### src/rtl/forward_pkg.sv
// Shared definitions for the EX-stage forwarding unit: select codes, slot record
// layout and producer readiness constants.
package forward_pkg;

    localparam int REG_ADDR_W = 5;
    localparam int SEL_W      = 4;
    localparam int NUM_SLOTS  = 8;

    localparam logic [3:0] SEL_DEFAULT = 4'd0;
    localparam logic [3:0] SEL_EX3     = 4'd1;
    localparam logic [3:0] SEL_EX4     = 4'd2;
    localparam logic [3:0] SEL_EX5     = 4'd3;
    localparam logic [3:0] SEL_EX6     = 4'd4;
    localparam logic [3:0] SEL_EX7     = 4'd5;
    localparam logic [3:0] SEL_SAD     = 4'd6;
    localparam logic [3:0] SEL_MEM     = 4'd7;
    localparam logic [3:0] SEL_WB      = 4'd8;

    localparam logic [3:0] READY_ALU  = 4'd1;
    localparam logic [3:0] READY_SAD  = 4'd6;
    localparam logic [3:0] READY_LOAD = 4'd7;

    typedef struct packed {
        logic                  valid;
        logic [REG_ADDR_W-1:0] dest;
        logic [3:0]            ready;
    } slot_t;

    // Producers cannot be forwardable before slot 1 nor later than the last slot.
    function automatic logic [3:0] clamp_ready(input logic [3:0] stage);
        logic [3:0] r;
        if (stage == 4'd0) begin
            r = 4'd1;
        end else if (stage > 4'd8) begin
            r = 4'd8;
        end else begin
            r = stage;
        end
        return r;
    endfunction

endpackage

### src/rtl/forward_match.sv
// Priority encoder over the producer slots for a single source operand: finds the
// youngest matching producer and reports either its select code or a stall request.
module forward_match
    import forward_pkg::*;
#(
    parameter int REG_ADDR_W = forward_pkg::REG_ADDR_W,
    parameter int SEL_W      = forward_pkg::SEL_W,
    parameter int NUM_SLOTS  = forward_pkg::NUM_SLOTS
) (
    input  logic [REG_ADDR_W-1:0]           operand,
    input  logic [NUM_SLOTS-1:0]            slot_valid,
    input  logic [NUM_SLOTS*REG_ADDR_W-1:0] slot_dest,
    input  logic [NUM_SLOTS*4-1:0]          slot_ready,
    output logic [SEL_W-1:0]                sel,
    output logic                            stall_req
);

    logic [SEL_W-1:0] sel_s;
    logic             stall_s;
    logic             found_s;

    // Only the lowest-numbered (youngest) match decides; older copies are stale.
    always_comb begin
        sel_s   = SEL_W'(SEL_DEFAULT);
        stall_s = 1'b0;
        found_s = 1'b0;
        for (int k = 1; k <= NUM_SLOTS; k++) begin
            if (!found_s && (operand != '0) && slot_valid[k-1] &&
                (slot_dest[(k-1)*REG_ADDR_W +: REG_ADDR_W] == operand)) begin
                found_s = 1'b1;
                if (4'(k) >= slot_ready[(k-1)*4 +: 4]) begin
                    sel_s = SEL_W'(k);
                end else begin
                    stall_s = 1'b1;
                end
            end else begin
                found_s = found_s;
            end
        end
    end

    assign sel       = sel_s;
    assign stall_req = stall_s;

endmodule

### src/rtl/forward_select_unit.sv
// EX-stage forwarding select generator: tracks in-flight producers in a shifting
// scoreboard and drives operand-mux selects plus a load/multi-cycle-use stall.
module forward_select_unit
    import forward_pkg::*;
#(
    parameter int REG_ADDR_W = forward_pkg::REG_ADDR_W,
    parameter int SEL_W      = forward_pkg::SEL_W,
    parameter int NUM_SLOTS  = forward_pkg::NUM_SLOTS
) (
    input  logic                  Clk,
    input  logic                  Rst_n,
    input  logic                  EX_Valid,
    input  logic [REG_ADDR_W-1:0] EX_Rs,
    input  logic [REG_ADDR_W-1:0] EX_Rt,
    input  logic [REG_ADDR_W-1:0] EX_Rd,
    input  logic                  EX_RegWrite,
    input  logic [3:0]            EX_ResultStage,
    input  logic                  Flush,
    output logic [SEL_W-1:0]      ALU_input_rs,
    output logic [SEL_W-1:0]      ALU_input_rt,
    output logic                  Stall
);

    slot_t                           slots_r [1:NUM_SLOTS];
    logic [NUM_SLOTS-1:0]            slot_valid_s;
    logic [NUM_SLOTS*REG_ADDR_W-1:0] slot_dest_s;
    logic [NUM_SLOTS*4-1:0]          slot_ready_s;
    logic [SEL_W-1:0]                rs_sel_s;
    logic [SEL_W-1:0]                rt_sel_s;
    logic                            rs_stall_req_s;
    logic                            rt_stall_req_s;
    logic                            stall_s;
    logic                            load_valid_s;

    // Flatten the scoreboard for the per-operand encoders.
    always_comb begin
        slot_valid_s = '0;
        slot_dest_s  = '0;
        slot_ready_s = '0;
        for (int k = 1; k <= NUM_SLOTS; k++) begin
            slot_valid_s[k-1]                           = slots_r[k].valid;
            slot_dest_s[(k-1)*REG_ADDR_W +: REG_ADDR_W] = slots_r[k].dest;
            slot_ready_s[(k-1)*4 +: 4]                  = slots_r[k].ready;
        end
    end

    forward_match #(
        .REG_ADDR_W (REG_ADDR_W),
        .SEL_W      (SEL_W),
        .NUM_SLOTS  (NUM_SLOTS)
    ) u_match_rs (
        .operand    (EX_Rs),
        .slot_valid (slot_valid_s),
        .slot_dest  (slot_dest_s),
        .slot_ready (slot_ready_s),
        .sel        (rs_sel_s),
        .stall_req  (rs_stall_req_s)
    );

    forward_match #(
        .REG_ADDR_W (REG_ADDR_W),
        .SEL_W      (SEL_W),
        .NUM_SLOTS  (NUM_SLOTS)
    ) u_match_rt (
        .operand    (EX_Rt),
        .slot_valid (slot_valid_s),
        .slot_dest  (slot_dest_s),
        .slot_ready (slot_ready_s),
        .sel        (rt_sel_s),
        .stall_req  (rt_stall_req_s)
    );

    // Flush overrides any stall: the squashed instruction never waits on operands.
    always_comb begin
        stall_s      = EX_Valid & ~Flush & (rs_stall_req_s | rt_stall_req_s);
        load_valid_s = EX_Valid & EX_RegWrite & (EX_Rd != '0) & ~stall_s & ~Flush;
        if (EX_Valid) begin
            ALU_input_rs = rs_sel_s;
            ALU_input_rt = rt_sel_s;
        end else begin
            ALU_input_rs = SEL_W'(SEL_DEFAULT);
            ALU_input_rt = SEL_W'(SEL_DEFAULT);
        end
    end

    assign Stall = stall_s;

    // Scoreboard advances every cycle, even while stalled, so older producers mature.
    always_ff @(posedge Clk or negedge Rst_n) begin
        if (!Rst_n) begin
            for (int k = 1; k <= NUM_SLOTS; k++) begin
                slots_r[k] <= '0;
            end
        end else begin
            slots_r[1] <= '{valid: load_valid_s,
                            dest:  EX_Rd,
                            ready: clamp_ready(EX_ResultStage)};
            for (int k = 2; k <= NUM_SLOTS; k++) begin
                slots_r[k] <= slots_r[k-1];
            end
        end
    end

endmodule

### config.mk
export PLATFORM = sky130hd
export DESIGN_NAME = forward_select_unit
export DESIGN_NICKNAME = d
export VERILOG_FILES = /design/src/rtl/forward_pkg.sv /design/src/rtl/forward_match.sv /design/src/rtl/forward_select_unit.sv
export SDC_FILE = /design/constraint.sdc
export NUM_CORES = 1
export LEC_CHECK = 0
export CAP_MARGIN = 5
export CORE_MARGIN = 2
export CORE_UTILIZATION = 45
export CTS_CLUSTER_SIZE = 16
export DETAILED_ROUTE_END_ITERATION = 7
export DONT_BUFFER_PORTS = 1
export HOLD_SLACK_MARGIN = 0.12
export PLACE_DENSITY = 0.69
export SYNTH_ARGS = -nofsm -noshare
export SYNTH_HDL_FRONTEND = slang
export SYNTH_SLANG_ARGS = --single-unit
### constraint.sdc
create_clock -name Clk -period 4.9 [get_ports Clk]
set_input_delay 0.98 -clock Clk [delete_from_list [all_inputs] [get_ports Clk]]
set_output_delay 0.98 -clock Clk [all_outputs]
set_load 0.05 [all_outputs]
### Yosys cells after proc, flatten, opt, wreduce, memory -nomap -nowiden

Cells that the tools add are included.

| word-level totals | value |
|---|---|
| register bits after elaboration | 80 |
| input bits | 24 |
| output and inout port bits | 9 |
| word-level logic and storage cells | 202 |

| cells by class | value |
|---|---|
| order comparisons | 9 |
| eq/ne operators | 16 |
| multiplexer cells | 80 |
| bitwise gates (word level) | 9 |
| reduce and logical (&&, ||, !) cells | 64 |

Operators with widths:

| cell | number |
|---|---|
| $mux 4 | 33 |
| $eq 5x5->1 | 16 |
| $mux 1 | 47 |
| $logic_and 1x1->1 | 46 |
| $ge 3x4->1 const A | 4 |
| $reduce_bool 5->1 | 3 |
| $logic_not 1->1 | 14 |
| $ge 2x4->1 const A | 2 |
| $and 1x1->1 | 6 |
| $ge 1x4->1 const A | 1 |
| $ge 4x4->1 const A | 1 |
| $gt 4x4->1 const B | 1 |
| $logic_not 4->1 | 1 |
| $not 1->1 | 2 |
| $or 1x1->1 | 1 |

### Logic depth before layout (Yosys ltp)

Gate-level depths: netlist (run 1).

| depth | value |
|---|---|
| depth in word-level cells | 44 |
| gate-level depth with buffers | 8 |

### Cells and area by module

From an unflattened synthesis (run 1), not the netlist that was laid out.

| second synthesis, totals | value |
|---|---|
| cell total of the unflattened synthesis | 308 |
| area total of the unflattened synthesis | 3691.0 µm² |

Modules (own cells, without submodules):

| module | instances | cells an instance | area each (µm²) | seq. area each (µm²) |
|---|---|---|---|---|
| forward_select_unit | 1 | 98 | 2117.0 | 2001.9 |
| forward_match | 2 | 105 | 787.0 | 0.0 |

### Least setup slack after synthesis (run 1)

No wires, ideal clock.

| timing | value |
|---|---|
| path type | input to output |
| start point | input EX_Rs[0] |
| end point | output ALU_input_rs[1] |
| arrival | 3222 ps |
| required time | 3920 ps |
| path slack | 698 ps |
| stages on the path | 8 |
| buffers on the path | 1 |
| path through | buf_6 > or4_4 > nor2_4 > or4_4 > nor3b_4 > and2_1 > o21ai_0 > a31oi_1 |

| on the way | value |
|---|---|
| longest elaborated chain between the ends | 40 |
| elaborated cells on any way between the ends | 60 |
| those cells by class | eq/ne (8); mux (21); reduce/logical (31) |

RTL lines:

| item | RTL line | text |
|---|---|---|
| start: declaration | forward_select_unit.sv:13 | `input logic [REG_ADDR_W-1:0] EX_Rs,` |
| $reduce_bool 5->1 | forward_match.sv:28 | `if (!found_s && (operand != '0) && slot_valid[k-1] &&` |
| $logic_and 1x1->1 (2 in a row) | forward_match.sv:28 |  |
| $mux 1 | forward_match.sv:28 |  |
| $logic_not 1->1 | forward_match.sv:28 |  |
| $logic_and 1x1->1 (3 in a row) | forward_match.sv:28 |  |
| $mux 1 | forward_match.sv:28 |  |
| $logic_not 1->1 | forward_match.sv:28 |  |
| $logic_and 1x1->1 (3 in a row) | forward_match.sv:28 |  |
| [15 not listed] | - |  |
| $mux 1 | forward_match.sv:28 |  |
| $logic_not 1->1 | forward_match.sv:28 |  |
| $logic_and 1x1->1 (3 in a row) | forward_match.sv:28 |  |
| $mux 1 | forward_match.sv:28 |  |
| $logic_not 1->1 | forward_match.sv:28 |  |
| $logic_and 1x1->1 (3 in a row) | forward_match.sv:28 |  |
| $mux 4 (*) | forward_match.sv:28 |  |
| $mux 4 (*) | forward_select_unit.sv:77 | `if (EX_Valid) begin` |
| end: declaration | forward_select_unit.sv:19 | `output logic [SEL_W-1:0] ALU_input_rs,` |

Every way passes the cells marked *; elsewhere a longest branch is shown, timed or not.

### Final worst setup path (run 1)

| timing | value |
|---|---|
| start point | input EX_Rs[0] |
| end point | output Stall |

| on the way | value |
|---|---|
| longest elaborated chain between the ends | 41 |
| elaborated cells on any way between the ends | 63 |
| those cells by class | eq/ne (8); mux (22); bitwise (2); reduce/logical (31) |

RTL lines:

| item | RTL line | text |
|---|---|---|
| $reduce_bool 5->1 | forward_match.sv:28 |  |
| $logic_and 1x1->1 (2 in a row) | forward_match.sv:28 |  |
| $mux 1 | forward_match.sv:28 |  |
| $logic_not 1->1 | forward_match.sv:28 |  |
| $logic_and 1x1->1 (3 in a row) | forward_match.sv:28 |  |
| $mux 1 | forward_match.sv:28 |  |
| $logic_not 1->1 | forward_match.sv:28 |  |
| $logic_and 1x1->1 (3 in a row) | forward_match.sv:28 |  |
| [16 not listed] | - |  |
| $logic_not 1->1 | forward_match.sv:28 |  |
| $logic_and 1x1->1 (3 in a row) | forward_match.sv:28 |  |
| $mux 1 | forward_match.sv:28 |  |
| $logic_not 1->1 | forward_match.sv:28 |  |
| $logic_and 1x1->1 (3 in a row) | forward_match.sv:28 |  |
| $mux 1 (*) | forward_match.sv:28 |  |
| $or 1x1->1 (*) | forward_select_unit.sv:75 | `stall_s = EX_Valid & ~Flush & (rs_stall_req_s \| rt_stall_req_s);` |
| $and 1x1->1 (*) | forward_select_unit.sv:75 |  |
| end: declaration | forward_select_unit.sv:21 | `output logic Stall` |

Marks and branches as above.

==> flow_summary.json, run 1 <==
{
  "port_buffers": 0,
  "design.portCount": 33,
  "area_delta_synth_final_pct": 7.362,
  "synth-compound-area-share_pct": 7.192,
  "drc": 0,
  "nets": 328,
  "cp-end-kind": "output pin",
  "antenna_cells": 0,
  "cts_hold_buf": 0,
  "slew_violations": 0,
  "antenna_found_initial": 0,
  "p_seq_share_pct": 56.3,
  "synth.mux.area_fraction_pct": 0.5794,
  "hold_path_class": "in2async",
  "fin_util_pct": 50.48,
  "cts_root_buffer": "clkbuf_8",
  "synthFlopType": "dfrtp_1",
  "crit_chain": "or4_4, nor2_4, or4_4, nor3b_4, nand4_2, a21oi_2, o31a_1",
  "clkPwrFrac_pct": 37.3,
  "relSlewSlack_pct": 53.55,
  "cts_resized": 0,
  "r2r_slack_ns": 2.43,
  "clockBufferDepth": 2,
  "yosysSeqAreaShare_pct": 54.53,
  "std_cell_rows": 32,
  "p_switching_mw": 0.3112,
  "htreeDepth": 3,
  "reg2reg_depth": 7,
  "combPwrFrac_pct": 6.4,
  "switching_share_pct": 24.23,
  "tightestPinTransition_ns": 0.6911,
  "syn_nets": 321,
  "period_share_pct": 81.98,
  "initial_core_util_pct": 47.02,
  "coreArea_sq_mm": 0.007807,
  "rr_endpoint": "slot_valid_s[0]",
  "rsz0062_at_grt": "no",
  "critPathKind": "in2out",
  "wire_per_inst_microns": 17.89,
  "syn_area_sq_mm": 0.003671,
  "grt_pass1_vias": 2428,
  "cp.arrival_ns": 3.04,
  "synth-edff-count": 0,
  "setup_violations": 0,
  "synthCells": 297,
  "detail_route.first_pass.iterations": 4,
  "grt_usage_pct": 18.70,
  "finalHoldViolCount": 0,
  "cap_violations": 0,
  "clk_pin_slew_ns": 0.08,
  "detail-route-antenna-nets": 0,
  "synth_xor_area_share_pct": 18.85,
  "grt_max_degree": 81,
  "grt_pass1_wl_microns": 12290,
  "place_congestion": 0.8462,
  "grt-ovfl-total": 0,
  "r2r_start": "slot_dest_s[17]",
  "critPathLaunchType": "input port",
  "crit_top_cell": "or4_4",
  "synth_area_leader_cell": "dfrtp_1",
  "cp_data_required_time_ns": 3.92,
  "synth_simple_gate_area_share_pct": 15.85,
  "synthTopCellsByArea": "dfrtp_1, xor2_1, xnor2_1",
  "fp.dieArea_sq_mm": 0.008896,
  "die_w_microns": 94.32,
  "setup_tns_ns": 0,
  "clkSinkCount": 80,
  "routed_wl_microns": 7351,
  "leakagePower_nw": 1.687,
  "ys_async_sr_fraction_pct": 100.0,
  "ys_ff_latch": 80,
  "cts_tree": "built",
  "yosys_warnings": 0,
  "pwr_density_cell_mw_per_mm2": 325.8,
  "die_h_microns": 94.32,
  "vias_per_cell": 5.479,
  "p_int_mw": 0.9730,
  "fin_crit_ns": 4.017,
  "outcome": "finished clean",
  "max_freq_mhz": 248.9,
  "synthAdderAreaFrac_pct": 0,
  "synth_top_area_share_pct": 54.53,
  "crit_fanout": 9,
  "yosysUniqueCellTypes": 55,
  "fin_worst_skew_ns": 0.008835,
  "clock_latency_ns": 0.35,
  "slowest_delay_ns": 0.54,
  "critical_path.slowest_cell": "or4_4",
  "vias": 2252,
  "synth_top_family_by_area": "XOR/XNOR gates",
  "drive_above_1_share_pct": 13.27,
  "avgSynthCellArea_sq_um": 12.36,
  "post-cts-setup-buffers": 0,
  "cts_buffers": 9,
  "dp_hpwl_microns": 5446,
  "first_iter_violations": 129,
  "vdd_ir_drop_max_mv": 0.2094
}
layer usage:
layer / global-route usage, % / up-vias / share of wire (%)
met5: 0 / - / 0
met4: 6.643 / 0 / 1.5
met3: 5.618 / 11 / 5.5
met2: 30.89 / 60 / 49
met1: 23.43 / 1122 / 44
li1: - / 1059 / -
area by class of cell:
type	instances	area, sq um
sequential	80	2002
clock buffer	9	123.9
multi-input combinational	205	1559
inverter	1	3.754
fill	701	3866
timing repair buffer	7	52.55
clock inverter	7	72.57
tap	102	127.6
worst max-delay path by stage:
stage,to,cells after the start,slack [ns],start
2_1_floorplan,ALU_input_rs[1],8,0.70,EX_Rs[0]
3_3_place_gp,Stall,7,0.90,EX_Rs[0]
3_5_place_dp,Stall,7,0.88,EX_Rs[0]
4_1_cts,Stall,7,0.88,EX_Rs[0]
5_1_grt,Stall,7,0.74,EX_Rt[1]
6_report,Stall,7,0.88,EX_Rs[0]
power by group through the flow:
stage / Sequential [mW] / Combinational [mW] / Clock [mW]
global placement: 0.735 / 0.0808 / 0
global route: 0.728 / 0.0912 / 0.523
finish: 0.723 / 0.0827 / 0.479
floorplan: 0.729 / 0.0881 / 0
detailed placement: 0.736 / 0.0824 / 0
CTS: 0.723 / 0.0831 / 0.489
cell families after synthesis:
kind of cell / count (synthesis)
buffers and inverters: 12
xor gates and xnor gates: 79
DFF: 80
AOI/OAI and AO/OA: 35
muxes: 2
and+or+nand+nor: 89
stage by stage:
step | area [sq um] | std cells | hold WS (ns) | setup WS (ns) | power, mW
2_1_floorplan | 3671 | 297 | 0.3312 | 0.6984 | 0.8166
3_3_place_gp | 3745 | 395 | 0.3324 | 0.9003 | 0.8156
3_5_place_dp | 3745 | 395 | 0.3347 | 0.8754 | 0.8186
4_1_cts | 3941 | 411 | 0.2958 | 0.8797 | 1.295
5_1_grt | 3941 | 411 | 0.2833 | 0.7432 | 1.342
6_report | 3941 | 411 | 0.3105 | 0.8831 | 1.284
sequential cells by signal, indices dropped and copies added, names as in the netlist:
register / flops
slot_dest_s: 40
slot_ready_s: 32
slot_valid_s: 8
synth_stat cells, types with 4 or more instances:
| library cell | instances |
|---|---|
| dfrtp_1 | 80 |
| and2_1 | 6 |
| a21oi_1 | 4 |
| nand4_1 | 7 |
| nor3_1 | 5 |
| xor2_1 | 55 |
| xnor2_1 | 24 |
| nand3_1 | 8 |
| buf_6 | 8 |
| and3_1 | 7 |
| nor2b_1 | 4 |
| nor2_1 | 13 |
| nor4_1 | 13 |
| nand2_1 | 7 |
| a31oi_1 | 4 |
worst max-delay path, delay by kind of cell:
| family | cells | cell delay [ns] |
|---|---|---|
| AND/OR/NAND/NOR | 5 | 1.36 |
| AO/OA/AOI/OAI | 2 | 0.70 |
layout by cell type, fill, tap and decap left out, drive strengths merged, types with 3 or more instances in the layout:
master	netlist	final
nand2	7	7
nand3	8	8
xor2	55	55
o21ai	5	5
buf	10	7
clkinv	0	4
a31oi	4	4
nor3	5	5
nor2	15	15
a21oi	5	5
clkbuf	1	9
or4	4	4
and3	9	9
nor2b	4	4
dfrtp	80	80
xnor2	24	24
and2	6	6
nand4	8	8
a22oi	3	3
nor4	14	14
(Power assumes the default switching activity.)
==> run 2: changes to the inputs <==
==> constraint.sdc (replaced) <==
create_clock -name Clk -period 3.8 [get_ports Clk]
set_input_delay 0.76 -clock Clk [delete_from_list [all_inputs] [get_ports Clk]]
set_output_delay 0.76 -clock Clk [all_outputs]
set_load 0.05 [all_outputs]
==> run 2 against run 1 <==
  * Clock skew fell by 0.0028 ns
  * Die area unchanged
  * Clock power rose by 60%
  * Wire length is 1.0% higher
  * Sequential power rose by 29%
  * Combinational power up 49%
  * Register-to-register slack got worse by 1.1 ns
  * Setup slack worse by 0.65 ns
  * Flip-flop and latch count stayed put
==> flow_summary.json, run 2 (synthesis gave the netlist of run 1 again) <==
{
  "place_congestion": 0.8330,
  "grt_usage_pct": 18.58,
  "layout_commonest_cell": "dfrtp_1",
  "die_h_microns": 94.32,
  "power.total_mw": 1.822,
  "cp.buffers_inverters": 1,
  "drc": 0,
  "tightestPinTransition_ns": 0.7586,
  "rsz0062_at_grt": "no",
  "cts_tree": "built",
  "cp_data_required_time_ns": 3.04,
  "cp_top_family": "simple AND/OR/NAND/NOR gates",
  "slowest_delay_ns": 0.54,
  "crit_fanout": 6,
  "pre_cts_ws_ns": 0.3117,
  "clk_pin_slew_ns": 0.09,
  "wl_met2_microns": 3621,
  "grt-ovfl-total": 0,
  "setup_tns_ns": 0,
  "vias": 2269,
  "critical_path.slowest_cell": "or4b_4",
  "cts_root_buffer": "clkbuf_8",
  "fp.dieArea_sq_mm": 0.008896,
  "coreArea_sq_mm": 0.007807,
  "finalHoldViolCount": 0,
  "crit_chain": "xor2_1, nor4_1, and3_4, nor4b_4, or4b_4, o21ai_1, a21oi_1, buf_4",
  "route.met3.wl_microns": 515,
  "routed_wl_microns": 7427,
  "grt_pass1_vias": 2381,
  "port_buffers": 0,
  "path_depth": 8,
  "m1WireLength_microns": 3170,
  "cap_violations": 0,
  "max_freq_mhz": 280.7,
  "setup_violations": 0,
  "detail_route.first_pass.iterations": 4,
  "die_w_microns": 94.32,
  "antenna_cells": 0,
  "wire_per_inst_microns": 17.94,
  "vias_per_cell": 5.481,
  "post-cts-setup-buffers": 0,
  "antenna_found_initial": 0,
  "relSlewSlack_pct": 49.01,
  "layout_common_cells": "dfrtp_1, xor2_1, xnor2_1",
  "first_iter_violations": 99,
  "hold_path_class": "in2async",
  "dr.max_layer_used": "met4",
  "nets": 331,
  "area_delta_synth_final_pct": 9.986,
  "critPathKind": "reg2out",
  "period_share_pct": 93.76,
  "clkSinkCount": 80,
  "largest_register_ffs": 40,
  "cts_hold_buf": 1,
  "fin_worst_hold_slack_ns": 0.2909,
  "dp_hpwl_microns": 5411,
  "critPathLaunchType": "register",
  "cp-end-kind": "output pin",
  "vdd_ir_drop_max_mv": 0.2983,
  "cts_buffers": 9,
  "clockBufferDepth": 2,
  "clock_latency_ns": 0.35,
  "worst_slack_ns": 0.2373,
  "htreeDepth": 3,
  "detail-route-antenna-nets": 0,
  "fin_crit_ns": 3.563,
  "fin_worst_skew_ns": 0.006002,
  "initial_core_util_pct": 47.02,
  "leakagePower_nw": 1.737,
  "slew_violations": 0,
  "reg2reg_depth": 7,
  "pwr_density_cell_mw_per_mm2": 451.3,
  "design.portCount": 33,
  "drive_above_1_share_pct": 14.10,
  "outcome": "finished clean",
  "std_cell_rows": 32,
  "cp.arrival_ns": 2.80,
  "grt_max_degree": 81,
  "cts_resized": 0,
  "grt_pass1_wl_microns": 12100
}
==> run 2: routing by layer <==
metal  up-vias  global-route usage [%]
li1       1064                       -
met1      1128                   24.49
met2        67                   29.40
met3        10                   4.735
met4         0                   7.729
met5         -                       0
==> run 2: final timing paths <==
path / start / end / slack (ns)
max in group asynchronous: Rst_n / slot_dest_s[7] / 3.19
min: Rst_n / slot_dest_s[28] / 0.29
min in group Clk: slot_ready_s[24] / slot_ready_s[28] / 0.35
min reg2reg: slot_ready_s[24] / slot_ready_s[28] / 0.35
max reg2reg: slot_dest_s[4] / slot_valid_s[0] / 1.34
max: slot_dest_s[11] / ALU_input_rt[0] / 0.24
==> run 2: report_power, final <==
| group | internal [mW] | total [mW] | switching (mW) |
|---|---|---|---|
| sequential | 0.894 | 0.932 | 0.0373 |
| combinational | 0.0606 | 0.123 | 0.0619 |
| clock | 0.444 | 0.768 | 0.324 |
| total | 1.40 | 1.82 | 0.423 |
==> run 2: area by class of cell <==
class | count | area [sq um]
Multi-Input combinational cell | 205 | 1559
Fill cell | 678 | 3770
Timing Repair Buffer | 10 | 95.09
Clock inverter | 7 | 126.4
Clock buffer | 9 | 123.9
Sequential cell | 80 | 2002
Inverter | 1 | 3.754
Tap cell | 102 | 127.6
==> run 2: stage by stage <==
stage	cell area (sq um)	instances	utilization [%]
global route	4038	414	51.71
floorplan	3671	297	-
detailed placement	3760	397	48.16
finish	4038	414	51.71
global placement	3760	397	48.16
CTS	4038	414	51.71
